### src/rtl/ram_sdp_param.sv
//------------------------------------------------------------------------------
// ram_sdp_param
//
// Simple-dual-port RAM with one write port and one read port on a single
// clock. It succeeds the 4-bit x 8 scratch store. Features:
//   - generic word width and depth
//   - per-lane write enables
//   - 1- or 2-cycle registered read with a valid strobe
//   - selectable same-address read/write collision policy
//   - hardware clear of every word to INIT_VALUE after each reset
//
// Ports
//   clk        in   1           clock, rising edge
//   rst        in   1           synchronous active-high reset
//   wr_en      in   1           write request
//   wr_addr    in   ADDR_WIDTH  write address
//   wr_be      in   NLANES      lane enables, bit i -> data[i*LANE_WIDTH +: LANE_WIDTH]
//   wr_data    in   DATA_WIDTH  write data
//   rd_en      in   1           read request
//   rd_addr    in   ADDR_WIDTH  read address
//   rd_data    out  DATA_WIDTH  read data, holds until the next completing read
//   rd_valid   out  1           one-cycle strobe, rd_data valid
//   init_busy  out  1           clear sequence running, requests ignored
//
// FSM
//   state    | meaning
//   ---------+---------------------------------------------------------------
//   S_CLEAR  | writing INIT_VALUE to mem[r_clr_addr], one word per cycle
//   S_IDLE   | normal operation, reads and writes accepted
//------------------------------------------------------------------------------
`timescale 1ns/1ps

module ram_sdp_param #(
    parameter int                    DATA_WIDTH     = 8,
    parameter int                    LANE_WIDTH     = 4,
    parameter int                    ADDR_WIDTH     = 4,
    parameter int                    DEPTH          = 16,
    parameter int                    RD_LATENCY     = 1,
    parameter int                    COLLISION_MODE = 0,
    parameter logic [DATA_WIDTH-1:0] INIT_VALUE     = '0,
    localparam int                   NLANES         = DATA_WIDTH / LANE_WIDTH
) (
    input  logic                  clk,
    input  logic                  rst,
    input  logic                  wr_en,
    input  logic [ADDR_WIDTH-1:0] wr_addr,
    input  logic [NLANES-1:0]     wr_be,
    input  logic [DATA_WIDTH-1:0] wr_data,
    input  logic                  rd_en,
    input  logic [ADDR_WIDTH-1:0] rd_addr,
    output logic [DATA_WIDTH-1:0] rd_data,
    output logic                  rd_valid,
    output logic                  init_busy
);

    //--------------------------------------------------------------------------
    // Elaboration-time parameter checks
    //--------------------------------------------------------------------------
    if ((RD_LATENCY != 1) && (RD_LATENCY != 2)) begin : g_bad_latency
        $error("ram_sdp_param: RD_LATENCY must be 1 or 2");
    end

    if ((DEPTH < 1) || (DEPTH > (2 ** ADDR_WIDTH))) begin : g_bad_depth
        $error("ram_sdp_param: DEPTH must be in 1 .. 2**ADDR_WIDTH");
    end

    if ((LANE_WIDTH < 1) || ((DATA_WIDTH % LANE_WIDTH) != 0)) begin : g_bad_lanes
        $error("ram_sdp_param: DATA_WIDTH must be a multiple of LANE_WIDTH");
    end

    if ((COLLISION_MODE != 0) && (COLLISION_MODE != 1)) begin : g_bad_collision
        $error("ram_sdp_param: COLLISION_MODE must be 0 or 1");
    end

    //--------------------------------------------------------------------------
    // Constants
    //--------------------------------------------------------------------------
    // One extra bit so that DEPTH == 2**ADDR_WIDTH is representable in the
    // range compare.
    localparam logic [ADDR_WIDTH:0]   LP_DEPTH = (ADDR_WIDTH + 1)'(DEPTH);
    localparam logic [ADDR_WIDTH-1:0] LP_LAST  = ADDR_WIDTH'(DEPTH - 1);
    localparam logic [ADDR_WIDTH-1:0] LP_ONE   = ADDR_WIDTH'(1);

    typedef enum logic {
        S_CLEAR = 1'b0,
        S_IDLE  = 1'b1
    } state_t;

    //--------------------------------------------------------------------------
    // Declarations
    //--------------------------------------------------------------------------
    state_t                  r_state;
    state_t                  w_state_nxt;
    logic [ADDR_WIDTH-1:0]   r_clr_addr;
    logic [ADDR_WIDTH-1:0]   w_clr_addr_nxt;

    logic                    w_init_busy;
    logic                    w_clr_we;
    logic                    w_ops_en;

    logic                    w_wr_in_range;
    logic                    w_rd_in_range;
    logic                    w_wr_go;
    logic                    w_rd_go;
    logic                    w_same_addr;

    logic [DATA_WIDTH-1:0]   r_mem [0:DEPTH-1];
    logic [DATA_WIDTH-1:0]   w_rd_old;
    logic [DATA_WIDTH-1:0]   w_rd_word;

    logic                    r_s1_valid;
    logic [DATA_WIDTH-1:0]   r_s1_data;

    //--------------------------------------------------------------------------
    // FSM: state register
    //--------------------------------------------------------------------------
    always_ff @(posedge clk) begin
        if (rst) begin
            r_state    <= S_CLEAR;
            r_clr_addr <= '0;
        end else begin
            r_state    <= w_state_nxt;
            r_clr_addr <= w_clr_addr_nxt;
        end
    end

    //--------------------------------------------------------------------------
    // FSM: next-state logic
    //--------------------------------------------------------------------------
    always_comb begin
        w_state_nxt    = r_state;
        w_clr_addr_nxt = r_clr_addr;
        case (r_state)
            S_CLEAR: begin
                w_clr_addr_nxt = r_clr_addr + LP_ONE;
                if (r_clr_addr == LP_LAST) begin
                    w_state_nxt = S_IDLE;
                end
            end
            S_IDLE: begin
                w_state_nxt = S_IDLE;
            end
            default: begin
                w_state_nxt    = S_CLEAR;
                w_clr_addr_nxt = '0;
            end
        endcase
    end

    //--------------------------------------------------------------------------
    // FSM: outputs
    // rst gates both the clear write and user requests, so memory is never
    // touched while reset is held.
    //--------------------------------------------------------------------------
    always_comb begin
        w_init_busy = 1'b0;
        w_clr_we    = 1'b0;
        w_ops_en    = 1'b0;
        case (r_state)
            S_CLEAR: begin
                w_init_busy = 1'b1;
                w_clr_we    = !rst;
            end
            S_IDLE: begin
                w_ops_en    = !rst;
            end
            default: begin
                w_init_busy = 1'b1;
            end
        endcase
    end

    assign init_busy = w_init_busy;

    //--------------------------------------------------------------------------
    // Request qualification
    //--------------------------------------------------------------------------
    assign w_wr_in_range = ({1'b0, wr_addr} < LP_DEPTH);
    assign w_rd_in_range = ({1'b0, rd_addr} < LP_DEPTH);
    assign w_wr_go       = w_ops_en && wr_en && w_wr_in_range;
    // Out-of-range reads are still accepted; they complete with data 0.
    assign w_rd_go       = w_ops_en && rd_en;
    assign w_same_addr   = (wr_addr == rd_addr);

    //--------------------------------------------------------------------------
    // Storage
    // Deliberately not reset: contents survive reset until the clear sequence
    // overwrites them.
    //--------------------------------------------------------------------------
    always_ff @(posedge clk) begin
        if (w_clr_we) begin
            r_mem[r_clr_addr] <= INIT_VALUE;
        end else if (w_wr_go) begin
            for (int i = 0; i < NLANES; i++) begin
                if (wr_be[i]) begin
                    r_mem[wr_addr][i*LANE_WIDTH +: LANE_WIDTH] <=
                        wr_data[i*LANE_WIDTH +: LANE_WIDTH];
                end
            end
        end
    end

    //--------------------------------------------------------------------------
    // Read word selection
    // The array read sees pre-write contents, which gives read-first
    // behaviour for free. Write-first merges the enabled lanes of the
    // concurrent write into the old word.
    //--------------------------------------------------------------------------
    always_comb begin
        w_rd_old  = '0;
        if (w_rd_in_range) begin
            w_rd_old = r_mem[rd_addr];
        end
        w_rd_word = w_rd_old;
        if ((COLLISION_MODE == 1) && w_wr_go && w_same_addr) begin
            for (int i = 0; i < NLANES; i++) begin
                if (wr_be[i]) begin
                    w_rd_word[i*LANE_WIDTH +: LANE_WIDTH] =
                        wr_data[i*LANE_WIDTH +: LANE_WIDTH];
                end
            end
        end
    end

    //--------------------------------------------------------------------------
    // Read pipeline, first stage
    // Data is loaded only on an accepted read, so the output holds between
    // reads.
    //--------------------------------------------------------------------------
    always_ff @(posedge clk) begin
        if (rst) begin
            r_s1_valid <= 1'b0;
            r_s1_data  <= '0;
        end else begin
            r_s1_valid <= w_rd_go;
            if (w_rd_go) begin
                r_s1_data <= w_rd_word;
            end
        end
    end

    //--------------------------------------------------------------------------
    // Optional second stage
    //--------------------------------------------------------------------------
    if (RD_LATENCY == 2) begin : g_lat2
        logic                  r_s2_valid;
        logic [DATA_WIDTH-1:0] r_s2_data;

        always_ff @(posedge clk) begin
            if (rst) begin
                r_s2_valid <= 1'b0;
                r_s2_data  <= '0;
            end else begin
                r_s2_valid <= r_s1_valid;
                if (r_s1_valid) begin
                    r_s2_data <= r_s1_data;
                end
            end
        end

        assign rd_valid = r_s2_valid;
        assign rd_data  = r_s2_data;
    end else begin : g_lat1
        assign rd_valid = r_s1_valid;
        assign rd_data  = r_s1_data;
    end

endmodule

### config.mk
export PLATFORM = sky130hd
export DESIGN_NAME = ram_sdp_param
export DESIGN_NICKNAME = d
export VERILOG_FILES = /design/src/rtl/ram_sdp_param.sv
export SDC_FILE = /design/constraint.sdc
export NUM_CORES = 1
export LEC_CHECK = 0
export BUFFER_PORTS_ARGS = -buffer_cell sky130_fd_sc_hd__buf_2
export CORE_MARGIN = 2
export CORE_UTILIZATION = 35
export CTS_CLUSTER_DIAMETER = 120
export CTS_CLUSTER_SIZE = 25
export DETAILED_ROUTE_END_ITERATION = 7
export HOLD_SLACK_MARGIN = 0.06
export PLACE_DENSITY = 0.59
export SYNTH_ARGS = -nofsm -noshare
export SYNTH_HDL_FRONTEND = slang
export SYNTH_SLANG_ARGS = --single-unit
### constraint.sdc
create_clock -name clk -period 2.32 [get_ports clk]
set_input_delay 0 -clock clk [delete_from_list [all_inputs] [get_ports clk]]
set_output_delay 0 -clock clk [all_outputs]
set_load 0.005 [all_outputs]
### After elaboration in Yosys (flattened, before gate mapping)

Memory sizes are Yosys's and may differ from the RTL's. A register that Yosys moved wholly into a read port is not among the register bits.
Index checks and enable logic that the tools add are counted.

| word-level totals | value |
|---|---|
| word-level logic and storage cells | 29 |
| output and inout port bits | 10 |
| bits in writable memories | 128 |
| register bits | 6 |
| memories | 1 |
| input bits | 22 |

| cells by class | value |
|---|---|
| multiplexer cells | 18 |
| reduce and logical (&&, ||, !) cells | 4 |
| bitwise logic cells | 1 |
| eq/ne operators | 1 |
| add/sub/neg operators | 1 |

Memory list:

| memory | words | bits a word | read ports | clocked after Yosys merged registers in | wr ports | RTL line | source |
|---|---|---|---|---|---|---|---|
| r_mem | 16 | 8 | 1 | 1 | 1 | 107 | `logic [DATA_WIDTH-1:0] r_mem [0:DEPTH-1];` |

Operators by type and width:

| kind | count |
|---|---|
| 2-to-1 mux 1 bit | 14 |
| 2-to-1 mux 8 bit | 1 |
| OR reduction 8 bit | 1 |
| adder 4 x 1 -> 4 bit (second input constant) | 1 |
| == test 4 bit (second input constant) | 1 |
| 2-to-1 mux 4 bit | 1 |
| logical AND 1 bit | 2 |
| 2-to-1 mux 2 bit | 1 |
| case mux 1 bit (2 select lines) | 1 |
| zero test 1 bit | 1 |
| NOT 1 bit | 1 |

### Depth between registers and ports, before layout

| logic depth | value |
|---|---|
| word-level depth | 8 |
| depth in mapped cells | 6 |
| mapped depth without buffers | 4 |

### Worst setup path after synthesis

OpenSTA, ideal clock, no wires.

| timing path | value |
|---|---|
| path type | flip-flop to flip-flop |
| start point | register r_state |
| end point | memory r_mem[11][0], enable pin |
| library setup time | 0.361 ns |
| arrival | 1.928 ns |
| cell stages (with the launch flop) | 7 |
| period minus slack after synthesis | 2.289 ns |
| required time | 1.959 ns |
| path slack | 0.031 ns |
| path buffers | 2 |
| cells stage by stage | dfxtp_1 > buf_6 > inv_2 > nor4b_4 > buf_6 > mux2_4 > nor3_1 |

| between the ends | value |
|---|---|
| word-level cells in the longest chain between the ends | 7 |
| elaborated cells between the ends (all ways) | 14 |
| classes of those cells | mux: 12; reduce/logical: 2 |

Ends and longest elaborated chain:

| what | RTL line | source |
|---|---|---|
| start: declaration | 92 | `state_t r_state;` |
| start signal: assignment | 122 | `r_state <= w_state_nxt;` |
| 2-to-1 mux 1 bit | 159 | `case (r_state)` |
| logical AND 1 bit | 180 | `assign w_wr_go = w_ops_en && wr_en && w_wr_in_range;` |
| 2-to-1 mux 1 bit | 193 | `end else if (w_wr_go) begin` |
| 2-to-1 mux 1 bit | 191 | `if (w_clr_we) begin` |
| 2-to-1 mux 1 bit (implied by the code) | 196 | `r_mem[wr_addr][i*LANE_WIDTH +: LANE_WIDTH] <=` |
| OR reduction 8 bit (no source line) | - |  |
| 2-to-1 mux 4 bit (no source line) / 2-to-1 mux 2 bit (equally long branches) | - |  |
| end: declaration | 107 |  |

Several ways; a longest one is shown, not always the timed one.

### Final worst setup path

| timing path | value |
|---|---|
| start point | register r_state |
| end point | memory r_mem[6][5], enable pin |

Same word-level chain as after synthesis.

==> summary.txt <==
Clock network
  • Clk buf depth: 2
  • CTS root buffer: clkbuf_16
  • Post-CTS Setup Inserts: 0
  • CTS tree: yes
  • Clk slew on worst S/H paths: 60 ps
  • Htree depth: 4
  • Clock buffer count from CTS: 17
  • Clk sinks: 142
  • Clk Latency, worst-skew pair: 410 ps

Placed design
  • Final HPWL from detailed placement: 7.998 mm
  • Cell area after placement: 6316 sq um
  • Port bufs: 31
  • Gpl congestion: 0.7448

Route
  • Routed Antenna Nets: 0
  • # DRC: 0
  • Vias per cell: 5.018
  • Drt total wl: 11.92 mm
  • Initial DRC count: 163
  • 1st-pass router iterations: 4
  • Via count: 3021
  • Routed wire per std cell: 19.80 microns

Yosys
  • Post-synthesis sequential area ratio: 0.7167
  • Async SR Flop Fraction: 0
  • Top FF cell, synth: edfxtp_1
  • Post-synth cell types: 33
  • #FFs+latches synth: 142
  • Commonest cells post-synth: edfxtp_1 (128), mux4_2 (32), nor3_1 (30), dfxtp_1 (14), mux2i_1 (14)
  • Top-count cell post-synth: edfxtp_1
  • Area leader, netlist: edfxtp_1
  • Post-synth top area share: 0.6680
  • Syn Inst Count: 308
  • Largest cells by area after synthesis: edfxtp_1 (67%), mux4_2 (13%), dfxtp_1 (4.9%)
  • Synth Warn #: 0
  • Avg Inst Size Synth: 18.68 sq um
  • Post-Syn Area: 5754 sq um
  • Syn nets: 331
  • Number of synthesized flops with an enable pin: 128

Die
  • Core area: 16000 sq um
  • # rows: 46
  • Top-level port count: 32
  • Chip height: 132.2 microns
  • Die ar.: 17480 sq um
  • Die width: 132.2 microns
  • Initial core utilization: 0.3596

Critical path
  • Buf/Inv on CP: 2
  • Slowest CP cell: mux2i_2
  • Max stage delay on crit path: 640 ps
  • Peak fanout along the critical path: 8
  • Critical Path Sink Type: register
  • Worst path required time: 2420 ps
  • Worst setup path class: register to register
  • Setup crit start kind: register
  • CP cell instances: inv_2, nor4b_4, buf_4, mux2i_2, nor3_1
  • Arr. time, crit path: 2330 ps
  • Crit path max-delay family: simple AND/OR/NAND/NOR gates

Power
  • Switching power of the nets: 1.182 mW
  • Pwr Density: 840.3 nW/um^2
  • Sw Ratio: 0.2008
  • Seq pwr share: 0.475
  • Peak VDD IR: 0.4760 mV
  • Gate power share: 0.046
  • Internal power: 4.704 mW
  • Part of the power in the clock network: 0.479
  • P_leak: 2.513 nW

Hold path
  • Worst min path class: input port to register

Timing
  • Hold Slack: 77.61 ps
  • Endpoints failing setup: 0
  • RSZ-0062 raised after global routing: true
  • Fin Clk Skew: 5.339 ps
  • Max-slew headroom: 0.5115
  • Fin crit period: 2229 ps
  • Setup TNS: 0 ps
  • Fin. Hold Viols: 0
  • Max-slew violations: 0
  • Fmax: 0.4487 GHz
  • Final Cycle Share: 0.9607
  • Worst-Margin Slew: 718.5 ps

Outcome
  • Outcome: complete, no violations

Cells and area
  • Final instance area: 7005 sq um
  • Area delta synth->final: 21.74%
  • Ant diodes: 0
  • Layout net count: 396
  • Share of layout cells above drive strength 1: 0.3834

Global routing
  • Largest net degree at the start of global routing: 30
  • First-pass GRT wire length: 18.86 mm
  • Initial antenna violation count: 0
  • Vias in the first global route: 3209
  • Overall Global Routing Usage: 0.1436
  • Overflow after GRT: 0

Job
  • Max-cap viol count: 0
-- timing repair --
action                                  4_1_cts  5_1_grt
hold endpoints to repair                      6        0
hold buffers                                  2        0
gates resized for setup                       2        8
cloned                                        0        0
endpoints found under the setup margin       56       44
-- layout make-up --
class	count	area [sq um]
fillers	1454	8995
flip-flops and latches	142	4124
multi-input cells	151	1595
clock buffers	18	429.2
repair buffers	60	390.4
well taps	216	270.3
clock inverters	14	192.7
inverters	1	3.754
-- registers in the layout (all words and copies together) (netlist names) --
signal      flops
r_mem         128
rd_data         8
r_clr_addr      4
r_state         1
rd_valid        1
-- path summary, 6_finish.rpt --
kind,cells after the start,slack (ps),from,endpoint
worst max-delay path,5,90,r_state,r_mem[6][5]
worst min-delay path,4,80,rd_addr[3],rd_data[4]
worst max register to register,5,90,r_state,r_mem[6][5]
worst min register to register,2,490,rd_data[2],rd_data[2]
-- power by group through the flow --
stage | clock (mW) | sequential, mW | combinational (mW)
finish | 2.82 | 2.80 | 0.272
detailed placement | 0 | 2.85 | 0.263
CTS | 2.85 | 2.80 | 0.269
global placement | 0 | 2.85 | 0.261
floorplan | 0 | 2.84 | 0.168
global route | 2.96 | 2.80 | 0.296
-- per-layer routing --
| layer | GRT usage | wire, microns | up-vias |
|---|---|---|---|
| met3 | 0.02999 | 438 | 5 |
| met5 | 0 | 0 | - |
| met2 | 0.2312 | 5986 | 71 |
| met1 | 0.1985 | 5430 | 1564 |
| li1 | - | - | 1381 |
| met4 | 0.04122 | 65 | 0 |
-- worst reg2reg max path, delay by kind of cell (launching register included) --
kind	cells	cell delay [ps]
simple gates	2	650
mux	1	640
flops	1	340
buf+inv	2	290
-- stage by stage --
stage | total power, mW | setup slack, ps | std cells | util
floorplan | 3.011 | 30.69 | 308 | -
global placement | 3.109 | -36.66 | 568 | 0.3947
detailed placement | 3.114 | -80.85 | 568 | 0.3947
CTS | 5.917 | 10.29 | 602 | 0.4353
global route | 6.056 | -36.07 | 602 | 0.4378
finish | 5.887 | 91.25 | 602 | 0.4378
-- logic make-up (layout without fill, tap and decap cells) --
family                   Yosys count  in the layout  synth area share
flip-flops                       142            142            0.7167
multiplexers                      57             57            0.1722
adder cells (fa/ha/maj)            1              1          0.002174
AO/OA/AOI/OAI                     20             20           0.02218
buffers and inverters             15             93           0.01435
XOR/XNOR                           3              3          0.004567
AND/OR/NAND/NOR                   70             70           0.06784
-- cells in the final DEF, fill, tap and decap left out, types with 2 or more instances in the layout --
cell type	synthesis	final
mux2i_1	14	12
bufinv_16	0	4
clkinv_4	0	4
a21o_2	2	2
clkinv_2	0	2
and2_1	8	8
buf_2	5	31
nor3_1	30	22
mux2i_2	1	3
xor2_1	2	2
mux2_2	8	8
buf_4	1	26
a22oi_1	8	8
nor2b_1	9	9
clkbuf_16	0	17
nor3_2	2	10
dlygate4sd3_1	0	2
a21oi_1	2	2
o21ai_0	8	8
nor2_1	9	9
dfxtp_1	14	14
mux4_2	32	32
edfxtp_1	128	128
nand2_1	7	7
clkinvlp_4	0	2
(Power assumes the default switching activity.)
